--- config.mk ---
export PLATFORM = sky130hd
export DESIGN_NAME = fp_norm_pipe
export DESIGN_NICKNAME = d
export VERILOG_FILES = /design/src/rtl/fp_norm_pkg.sv /design/src/rtl/lza_32.sv /design/src/rtl/fp_norm_pipe.sv
export SDC_FILE = /design/constraint.sdc
export NUM_CORES = 1
export LEC_CHECK = 0
export ABC_AREA = 0
export BUFFER_PORTS_ARGS = -buffer_cell sky130_fd_sc_hd__buf_2
export CAP_MARGIN = 20
export CELL_PAD_IN_SITES_DETAIL_PLACEMENT = 1
export CELL_PAD_IN_SITES_GLOBAL_PLACEMENT = 1
export CORE_ASPECT_RATIO = 1.5
export CORE_MARGIN = 2
export CORE_UTILIZATION = 39
export CTS_CLUSTER_DIAMETER = 200
export DETAILED_ROUTE_END_ITERATION = 8
export PLACE_DENSITY_LB_ADDON = 0.1
export SLEW_MARGIN = 40
export SYNTH_ARGS = -nofsm -noshare
export SYNTH_HDL_FRONTEND = slang
export SYNTH_SLANG_ARGS = --single-unit
--- constraint.sdc ---
create_clock -name clk -period 3.21 [get_ports clk]
set_input_delay 0.642 -clock clk [delete_from_list [all_inputs] [get_ports clk]]
set_output_delay 0.642 -clock clk [all_outputs]
set_load 0.01 [all_outputs]
--- src/rtl/fp_norm_pkg.sv ---
// Shared constants and the stage payload type for the FPU mantissa normalizer.
package fp_norm_pkg;

  localparam int MANT_W    = 32;
  localparam int CNT_W     = 6;
  localparam int EXP_W_DEF = 10;

  localparam logic [CNT_W-1:0] ZERO_CNT = 6'd32;

  typedef struct packed {
    logic                 sign;
    logic [MANT_W-1:0]    mant;
    logic [EXP_W_DEF-1:0] exp;
    logic [CNT_W-1:0]     cnt;
  } stage_t;

endpackage

--- src/rtl/lza_32.sv ---
// Leading-zero counter for a 32-bit mantissa; yields 32 when the input is zero.
module lza_32
  import fp_norm_pkg::*;
(
  input  logic [MANT_W-1:0] mant_i,
  output logic [CNT_W-1:0]  cnt_o
);

  // Ascending scan: the highest set bit is the last one to write cnt_o.
  always_comb begin
    cnt_o = ZERO_CNT;
    for (int i = 0; i < MANT_W; i++) begin
      if (mant_i[i]) cnt_o = CNT_W'(MANT_W - 1 - i);
    end
  end

endmodule

--- src/rtl/fp_norm_pipe.sv ---
// Two-stage mantissa normalizer with valid/ready on both sides.
// Define FP_NORM_DENORM_EN to clamp the shift so underflowing results stay denormal.
module fp_norm_pipe
  import fp_norm_pkg::*;
#(
  parameter int EXP_W = EXP_W_DEF
) (
  input  logic              clk,
  input  logic              rst,
  input  logic              in_valid,
  output logic              in_ready,
  input  logic              in_sign,
  input  logic [MANT_W-1:0] in_mant,
  input  logic [EXP_W-1:0]  in_exp,
  output logic              out_valid,
  input  logic              out_ready,
  output logic              out_sign,
  output logic [MANT_W-1:0] out_mant,
  output logic [EXP_W-1:0]  out_exp,
  output logic              out_zero,
  output logic              out_uflow
);

  // The shared payload type carries a fixed exponent width.
  if (EXP_W != EXP_W_DEF) begin : g_exp_w_chk
    $error("fp_norm_pipe: EXP_W must equal fp_norm_pkg::EXP_W_DEF");
  end

  logic             s1_valid_q, s2_valid_q;
  logic             s1_adv, s2_adv;
  logic [CNT_W-1:0] lz_cnt;
  stage_t           s1_q, s1_d;

  logic              sign_q, zero_q, uflow_q;
  logic [MANT_W-1:0] mant_q, mant_d;
  logic [EXP_W-1:0]  exp_q, exp_d;
  logic              zero_d, uflow_d;
  logic [CNT_W-1:0]  sh;
  logic [EXP_W-1:0]  exp_sub;

  assign s2_adv   = !s2_valid_q || out_ready;
  assign s1_adv   = !s1_valid_q || s2_adv;
  assign in_ready = s1_adv;

  lza_32 u_lza (
    .mant_i (in_mant),
    .cnt_o  (lz_cnt)
  );

  assign s1_d = '{sign: in_sign, mant: in_mant, exp: in_exp, cnt: lz_cnt};

  // ---- stage 1: capture payload plus leading-zero count
  always_ff @(posedge clk or posedge rst) begin
    if (rst) begin
      s1_valid_q <= 1'b0;
      s1_q       <= '0;
    end else if (s1_adv) begin
      s1_valid_q <= in_valid;
      s1_q       <= s1_d;
    end
  end

  assign exp_sub = s1_q.exp - {{(EXP_W-CNT_W){1'b0}}, s1_q.cnt};
  assign zero_d  = (s1_q.cnt == ZERO_CNT);

`ifdef FP_NORM_DENORM_EN
  logic [EXP_W:0]   exp_wide;
  logic [EXP_W-1:0] exp_m1;
  logic             clamp;

  // Extra bit so the "below 1" test is not fooled by exponent wrap.
  assign exp_wide = {s1_q.exp[EXP_W-1], s1_q.exp} - {{(EXP_W+1-CNT_W){1'b0}}, s1_q.cnt};
  assign exp_m1   = s1_q.exp - 1'b1;
  assign clamp    = !zero_d && (exp_wide[EXP_W] || (exp_wide == '0));

  always_comb begin
    sh      = s1_q.cnt;
    exp_d   = exp_sub;
    uflow_d = 1'b0;
    if (zero_d) begin
      exp_d = '0;
    end else if (clamp) begin
      // exp - 1 < cnt here, so the clamped shift always fits CNT_W bits.
      sh      = (!s1_q.exp[EXP_W-1] && !exp_m1[EXP_W-1] && (exp_m1 != '0))
                ? exp_m1[CNT_W-1:0] : '0;
      exp_d   = '0;
      uflow_d = 1'b1;
    end
  end
`else
  always_comb begin
    sh      = s1_q.cnt;
    exp_d   = exp_sub;
    uflow_d = 1'b0;
    if (zero_d) begin
      exp_d = '0;
    end else begin
      uflow_d = exp_sub[EXP_W-1] || (exp_sub == '0);
    end
  end
`endif

  assign mant_d = s1_q.mant << sh;

  // ---- stage 2: shifted mantissa, adjusted exponent and flags
  always_ff @(posedge clk or posedge rst) begin
    if (rst) begin
      s2_valid_q <= 1'b0;
      sign_q     <= 1'b0;
      mant_q     <= '0;
      exp_q      <= '0;
      zero_q     <= 1'b0;
      uflow_q    <= 1'b0;
    end else if (s2_adv) begin
      s2_valid_q <= s1_valid_q;
      sign_q     <= s1_q.sign;
      mant_q     <= mant_d;
      exp_q      <= exp_d;
      zero_q     <= zero_d;
      uflow_q    <= uflow_d;
    end
  end

  assign out_valid = s2_valid_q;
  assign out_sign  = sign_q;
  assign out_mant  = mant_q;
  assign out_exp   = exp_q;
  assign out_zero  = zero_q;
  assign out_uflow = uflow_q;

endmodule

==> results of run 1 <==
[cells in the mapped netlist (8+ instances only)]
master    number
mux2i_1       16
nor3_1         8
o21ai_0       37
nand2_1      199
inv_1         16
buf_2          8
clkbuf_1      17
nand3_1       16
nor2_1        35
mux4_2        21
dfrtp_1       96
a21oi_1       29
a22o_1        12
[per-stage QoR]
stage | hold slack (ps) | instances
2_1_floorplan | 425.2 | 620
3_5_place_dp | 452.7 | 879
5_1_grt | 439.3 | 895
4_1_cts | 427.1 | 895
3_3_place_gp | 446.7 | 879
6_report | 398.7 | 895
[per-layer routing]
layer | share of wire | GRT usage | vias to the layer above
li1 | - | - | 2357
met2 | 0.50 | 0.3641 | 104
met4 | 0.020 | 0.06867 | 0
met1 | 0.44 | 0.2745 | 2387
met3 | 0.034 | 0.03257 | 18
met5 | 0 | 0 | -
[power breakdown]
group          leakage, nW  total (mW)  switching [mW]  internal, mW
clock                0.145        1.10           0.472         0.628
sequential            1.16        1.54           0.140          1.40
combinational         1.79        1.07           0.604         0.470
total                 3.10        3.71            1.22          2.50
[area by class of cell]
| class | instances | area [um2] | share of cell area |
|---|---|---|---|
| sequential | 96 | 2404 | 0.3649 |
| clock buffer | 10 | 239.0 | 0.03628 |
| clock inverter | 6 | 67.56 | 0.01026 |
| timing repair buffer | 103 | 553.0 | 0.08397 |
| tap | 192 | 240.2 | 0.03647 |
| multi-input combinational | 470 | 3014 | 0.4576 |
| inverter | 18 | 68.82 | 0.01045 |
[kinds of logic (layout without fill, tap and decap cells)]
group / after synthesis / after routing / share of synthesized area
adders and majority gates: 7 / 7 / 0.01681
DFF: 96 / 96 / 0.4248
muxes: 46 / 46 / 0.1485
xor gates and xnor gates: 5 / 5 / 0.007743
buffers and inverters: 54 / 137 / 0.04447
and+or+nand+nor: 288 / 288 / 0.2108
AOI/OAI and AO/OA: 124 / 124 / 0.1469
[tightest hold or removal path, delay by kind of cell]
| family | cells | cell delay, ps |
|---|---|---|
| buffers and inverters | 3 | 540 |
[flip-flops by register name, indices dropped and copies added, names as in the netlist]
signal / cells
s1_q: 43
out_mant: 32
out_exp: 10
sh: 6
out_sign: 1
out_uflow: 1
out_valid: 1
out_zero: 1
s1_valid_q: 1
[final timing paths]
check / from / to / slack (ps) / cells after the start
max: s1_q[6] / out_uflow / 690 / 10
min: rst / out_exp[3] / 400 / 3
max reg2reg: s1_q[6] / out_uflow / 690 / 10
min reg2reg: out_exp[1] / out_exp[1] / 460 / 2
max in group asynchronous: rst / sh[0] / 2420 / 3
min in group clk: out_exp[1] / out_exp[1] / 460 / 2
==> flow_summary_export.csv, run 1 <==
group,metric,value,unit
final_layout,final_common_cell,"nand2_1",
timing,relSlewSlack,0.5438,
power_and_ir_drop,cellPowerDensity,563.8,mW/mm2
clock_network,numClockSinks,96,
critical_path,path_max_fanout,3,
synthesis,synthesis.instances,620,
final_layout,finalCoreUtilization,0.4663,
place,final_wtd_congestion,0.8352,
place,dp_slack,702.6,ps
synthesis,synth_cell_types,59,
timing,finalCriticalPeriod,2523,ps
power_and_ir_drop,leakage,3.102,nW
synthesis,share_of_synthesized_flip_flops_with_an_asynchronous_set_or_reset,1.000,
clock_network,ctsHtreeMaxLevel,3,
route,drt_first_pass_iters,4,
synthesis,synth.net_count,674,
route,via_count,4866,
timing,fin_setup_tns,0,ps
place,placement.io_buffers,93,
timing,hold_viol,0,
synthesis,synth.ff_latch_count,96,
synthesis,synth_top_cell_area_share,0.4248,
final_layout,final_cell_area,0.006586,mm2
die,die_y,151.5,um
clock_network,worst_setup_hold_path_clk_slew,70,ps
power_and_ir_drop,power.total,3.714,mW
timing,tightest_slew,667.1,ps
die,io_pins,94,
route,remaining_drc_errors,0,
critical_path,worstPathCellList,"inv_1 -> ha_1 -> inv_1 -> fa_1 -> a21oi_1 -> o2111ai_1 -> xnor2_1 -> or4_1 -> nor4_1 -> a221o_1",
synthesis,synth_area_per_cell,9.122,um2
synthesis,netlist.top_cell.by_area,"dfrtp_1",
final_layout,antennaDiodeCount,0,
critical_path,required,3500,ps
die,core-area,0.01412,mm2
place,postPlaceCellArea,0.006275,mm2
clock_network,cts.hold.buffers_added,0,
timing,slew_violations,0,
power_and_ir_drop,ir_drop,0.3188,mV
critical_path,cp_slowest_stage_delay,480,ps
timing,fin_ws,687.1,ps
timing,grt_setup_unrepaired,"no",
clock_network,post_cts.resized_instances,0,
global_route,initial_antenna_violation_count,0,
clock_network,post_cts.repair.setup_buffers,0,
route,via_density_per_instance,5.437,
die,placement_rows,53,
route,avgRoutedWirePerCell,17.59,um
critical_path,buffering_stage_count_on_the_worst_path_with_inverters_included,2,
global_route,overflow,0,
route,detail_route.iter0.violations,160,
route,postRouteAntennaNets,0,
timing,timing.final.setup_violations,0,
die,design.die.area,0.01550,mm2
critical_path,crit_family,"simple AND/OR/NAND/NOR gates",
clock_network,tritoncts,"yes",
synthesis,synth_edf_count,0,
global_route,grt_first_pass_wirelength,25.34,mm
synthesis,syn_area,0.005655,mm2
final_layout,post_route_cells_drive_above_1_share,0.2176,
clock_network,clock_latency_at_the_later_pin_of_the_worst_skew_pair,350,ps
final_layout,fin_nets,752,
critical_path,worst-endpoint-arrival,2810,ps
run_status,outcome,"completed",
synthesis,synth_flop_cell,"dfrtp_1",
critical_path,critPathLaunchType,"flop",
place,post-dp-hpwl,12.25,mm
route,routed_wirelength,15.75,mm
critical_path,critical-path-top-cell-by-count,"inv_1",
clock_network,cts-root-buf,"clkbuf_16",
global_route,track_usage,0.2125,
timing,highest_clock_frequency_the_design_can_meet,396.4,MHz
synthesis,top_cells_by_area_synth,"dfrtp_1 (42%), nand2_1 (13%), mux4_2 (8.4%), o21ai_0 (3.3%), mux4_1 (3.3%)",
synthesis,synth-seq-area-share,0.4248,
synthesis,synth-warning-count,0,
final_layout,mostFrequentLayoutCells,"nand2_1 (199), dfrtp_1 (95), buf_2 (93)",
critical_path,critical_path_cell_with_the_highest_stage_delay,"or4_1",
critical_path,critPathCaptureType,"flop",
global_route,grt_pass1_vias,4954,
critical_path,setup.worst_path.class,"flop to flop",
clock_network,clk_path_buf_depth,2,
timing,min_period_over_period,0.7859,
global_route,maximum_number_of_pins_on_one_net_before_global_route_repair,97,
final_layout,fillCellCount,1744,
die,die_w,102.3,um
min_path,holdCritPathClass,"primary input to asynchronous set/reset pin",
flow_run,max-cap-violations,0,
timing,fin_worst_skew,9.005,ps
clock_network,cts_buffers,9,
die,floorplan.initialDensity,0.4004,
final_layout,synthToLayoutAreaGrowth,16.46,%
(Power assumes the default switching activity.)
==> run 2, diff against run 1 <==
Clock period 3.21 ns to 2.3 ns, I/O delays scaled along.
==> flow_summary_export.csv, run 2 (synthesis results as in run 1) <==
group,metric,value,unit
run_status,outcome,"finished, violations left",
run_status,violations_in_the_final_reports,"setup timing",
timing,grt_setup_unrepaired,"yes",
global_route,maximum_number_of_pins_on_one_net_before_global_route_repair,55,
final_layout,stdcell_count,927,
clock_network,numClockSinks,96,
final_layout,final_common_cell,"nand2_1",
timing,fin_worst_skew,8.349,ps
place,postPlaceCellArea,0.006546,mm2
timing,timing.final.setup_violations,2,
final_layout,post_route_cells_drive_above_1_share,0.2721,
global_route,overflow,0,
die,io_pins,94,
final_layout,mostFrequentLayoutCells,"nand2_1 (199), dfrtp_1 (95), buf_2 (93)",
critical_path,worst-endpoint-arrival,2730,ps
timing,fin_ws,-136.6,ps
timing,highest_clock_frequency_the_design_can_meet,410.4,MHz
route,drt_first_pass_iters,4,
timing,relSlewSlack,0.4500,
critical_path,critPathLaunchType,"flop",
power_and_ir_drop,cellPowerDensity,817.8,mW/mm2
route,remaining_drc_errors,0,
final_layout,final_cell_area,0.007044,mm2
timing,hold_viol,0,
die,die_w,102.3,um
route,detail_route.iter0.violations,173,
critical_path,setup.worst_path.class,"flop to flop",
min_path,holdCritPathClass,"primary input to asynchronous set/reset pin",
critical_path,path_max_fanout,3,
flow_run,max-cap-violations,0,
route,via_density_per_instance,5.515,
clock_network,cts-root-buf,"clkbuf_16",
clock_network,ctsHtreeMaxLevel,3,
power_and_ir_drop,leakage,3.307,nW
die,die_y,151.5,um
die,floorplan.initialDensity,0.4004,
die,placement_rows,53,
place,place_inst,905,
route,routed_wirelength,17.70,mm
clock_network,tritoncts,"yes",
timing,min_period_over_period,1.059,
route,avgRoutedWirePerCell,19.09,um
critical_path,worst_setup_path_startpoint,"s1_q[6]",
timing,slew_violations,0,
place,post-dp-hpwl,13.51,mm
final_layout,largest_register_ffs,43,
die,core-area,0.01412,mm2
clock_network,cts_buffers,9,
critical_path,startpoint_of_the_most_critical_register_to_register_path,"s1_q[6]",
global_route,grt_first_pass_wirelength,28.06,mm
clock_network,clock_latency_at_the_later_pin_of_the_worst_skew_pair,360,ps
final_layout,antennaDiodeCount,0,
timing,finalCriticalPeriod,2437,ps
global_route,grt_pass1_vias,5327,
route,via_count,5112,
final_layout,largest-register,"s1_q",
power_and_ir_drop,ir_drop,0.3662,mV
place,final_wtd_congestion,0.8839,
clock_network,cts.hold.buffers_added,0,
clock_network,clk_path_buf_depth,2,
final_layout,fin_nets,784,
timing,tightest_slew,818.7,ps
place,placement.io_buffers,93,
route,postRouteAntennaNets,0,
critical_path,required,2590,ps
clock_network,worst_setup_hold_path_clk_slew,70,ps
global_route,initial_antenna_violation_count,0,
die,design.die.area,0.01550,mm2
critical_path,critPathCaptureType,"flop",
final_layout,synthToLayoutAreaGrowth,24.56,%
global_route,track_usage,0.2369,
-- run 2: changes by cell type in the layout (fill, tap and decap cells not counted), sizes merged --
cell,before,now
buf,103,134
clkinv,3,0
bufinv,1,4
bufbuf,0,1
clkinvlp,2,3
inv,18,17
-- run 2: critical path, stage by stage (launching register included) --
cell and delay, ps:
dfrtp_1 360, inv_1 70, ha_1 160, inv_1 60, fa_2 370, a21oi_4 180, o2111ai_2 160, xnor2_1 180
or4_4 510, nor4_2 170, a221o_1 150
-- run 2: routing by layer --
metal	vias to the layer above	wire length (um)	global-route usage
met4	0	377	0.09200
met3	25	438	0.02936
met5	-	0	0
met1	2564	7444	0.2856
li1	2416	-	-
met2	107	9438	0.4260
-- run 2: worst paths after layout --
| check | slack (ps) | endpoint | cells after the start |
|---|---|---|---|
| setup / recovery | -140 | out_uflow | 10 |
| min in group clk | 300 | s1_q[9] | 3 |
| hold reg to reg | 470 | s1_q[48] | 2 |
| hold / removal | 70 | out_mant[19] | 2 |
| setup reg to reg | -140 | out_uflow | 10 |
| max in group asynchronous | 1640 | sh[0] | 3 |
-- run 2: per-stage QoR --
stage | power, mW | utilization | worst slack [ps] | hold WS (ps) | setup TNS, ps
floorplan | 3.166 | - | -33.68 | 425.2 | -33.68
global placement | 3.754 | 0.4635 | -64.93 | 447.6 | -64.93
detailed placement | 3.818 | 0.4635 | -223.2 | 444.5 | -240.1
CTS | 5.764 | 0.4952 | -118.5 | 80.71 | -118.5
global route | 6.060 | 0.4987 | -234.0 | 97.25 | -420.9
finish | 5.761 | 0.4987 | -136.6 | 71.80 | -155.4
-- run 2: repair_timing --
action / 4_1_cts / 5_1_grt
endpoints found under the hold margin: 0 / 0
pin swaps: 2 / 1
gates cloned: 1 / 0
setup buffers: 1 / 4
setup endpoints to repair: 2 / 8
resized for setup: 5 / 7
-- run 2: final cells by class --
cell class              instances  area (um2)
clock inverters                 6       138.9
repair buffers                135       868.3
clock buffers                  10       239.0
inverters                      18       75.07
well taps                     192       240.2
fillers                      1709        7081
flip-flops and latches         96        2404
multi-input cells             470        3079
-- run 2: power by group --
| part | internal (mW) | switching, mW | leakage [nW] |
|---|---|---|---|
| Sequential | 1.95 | 0.213 | 1.16 |
| Clock | 1.21 | 0.688 | 0.181 |
| Combinational | 0.784 | 0.911 | 1.96 |
| Total | 3.95 | 1.81 | 3.31 |
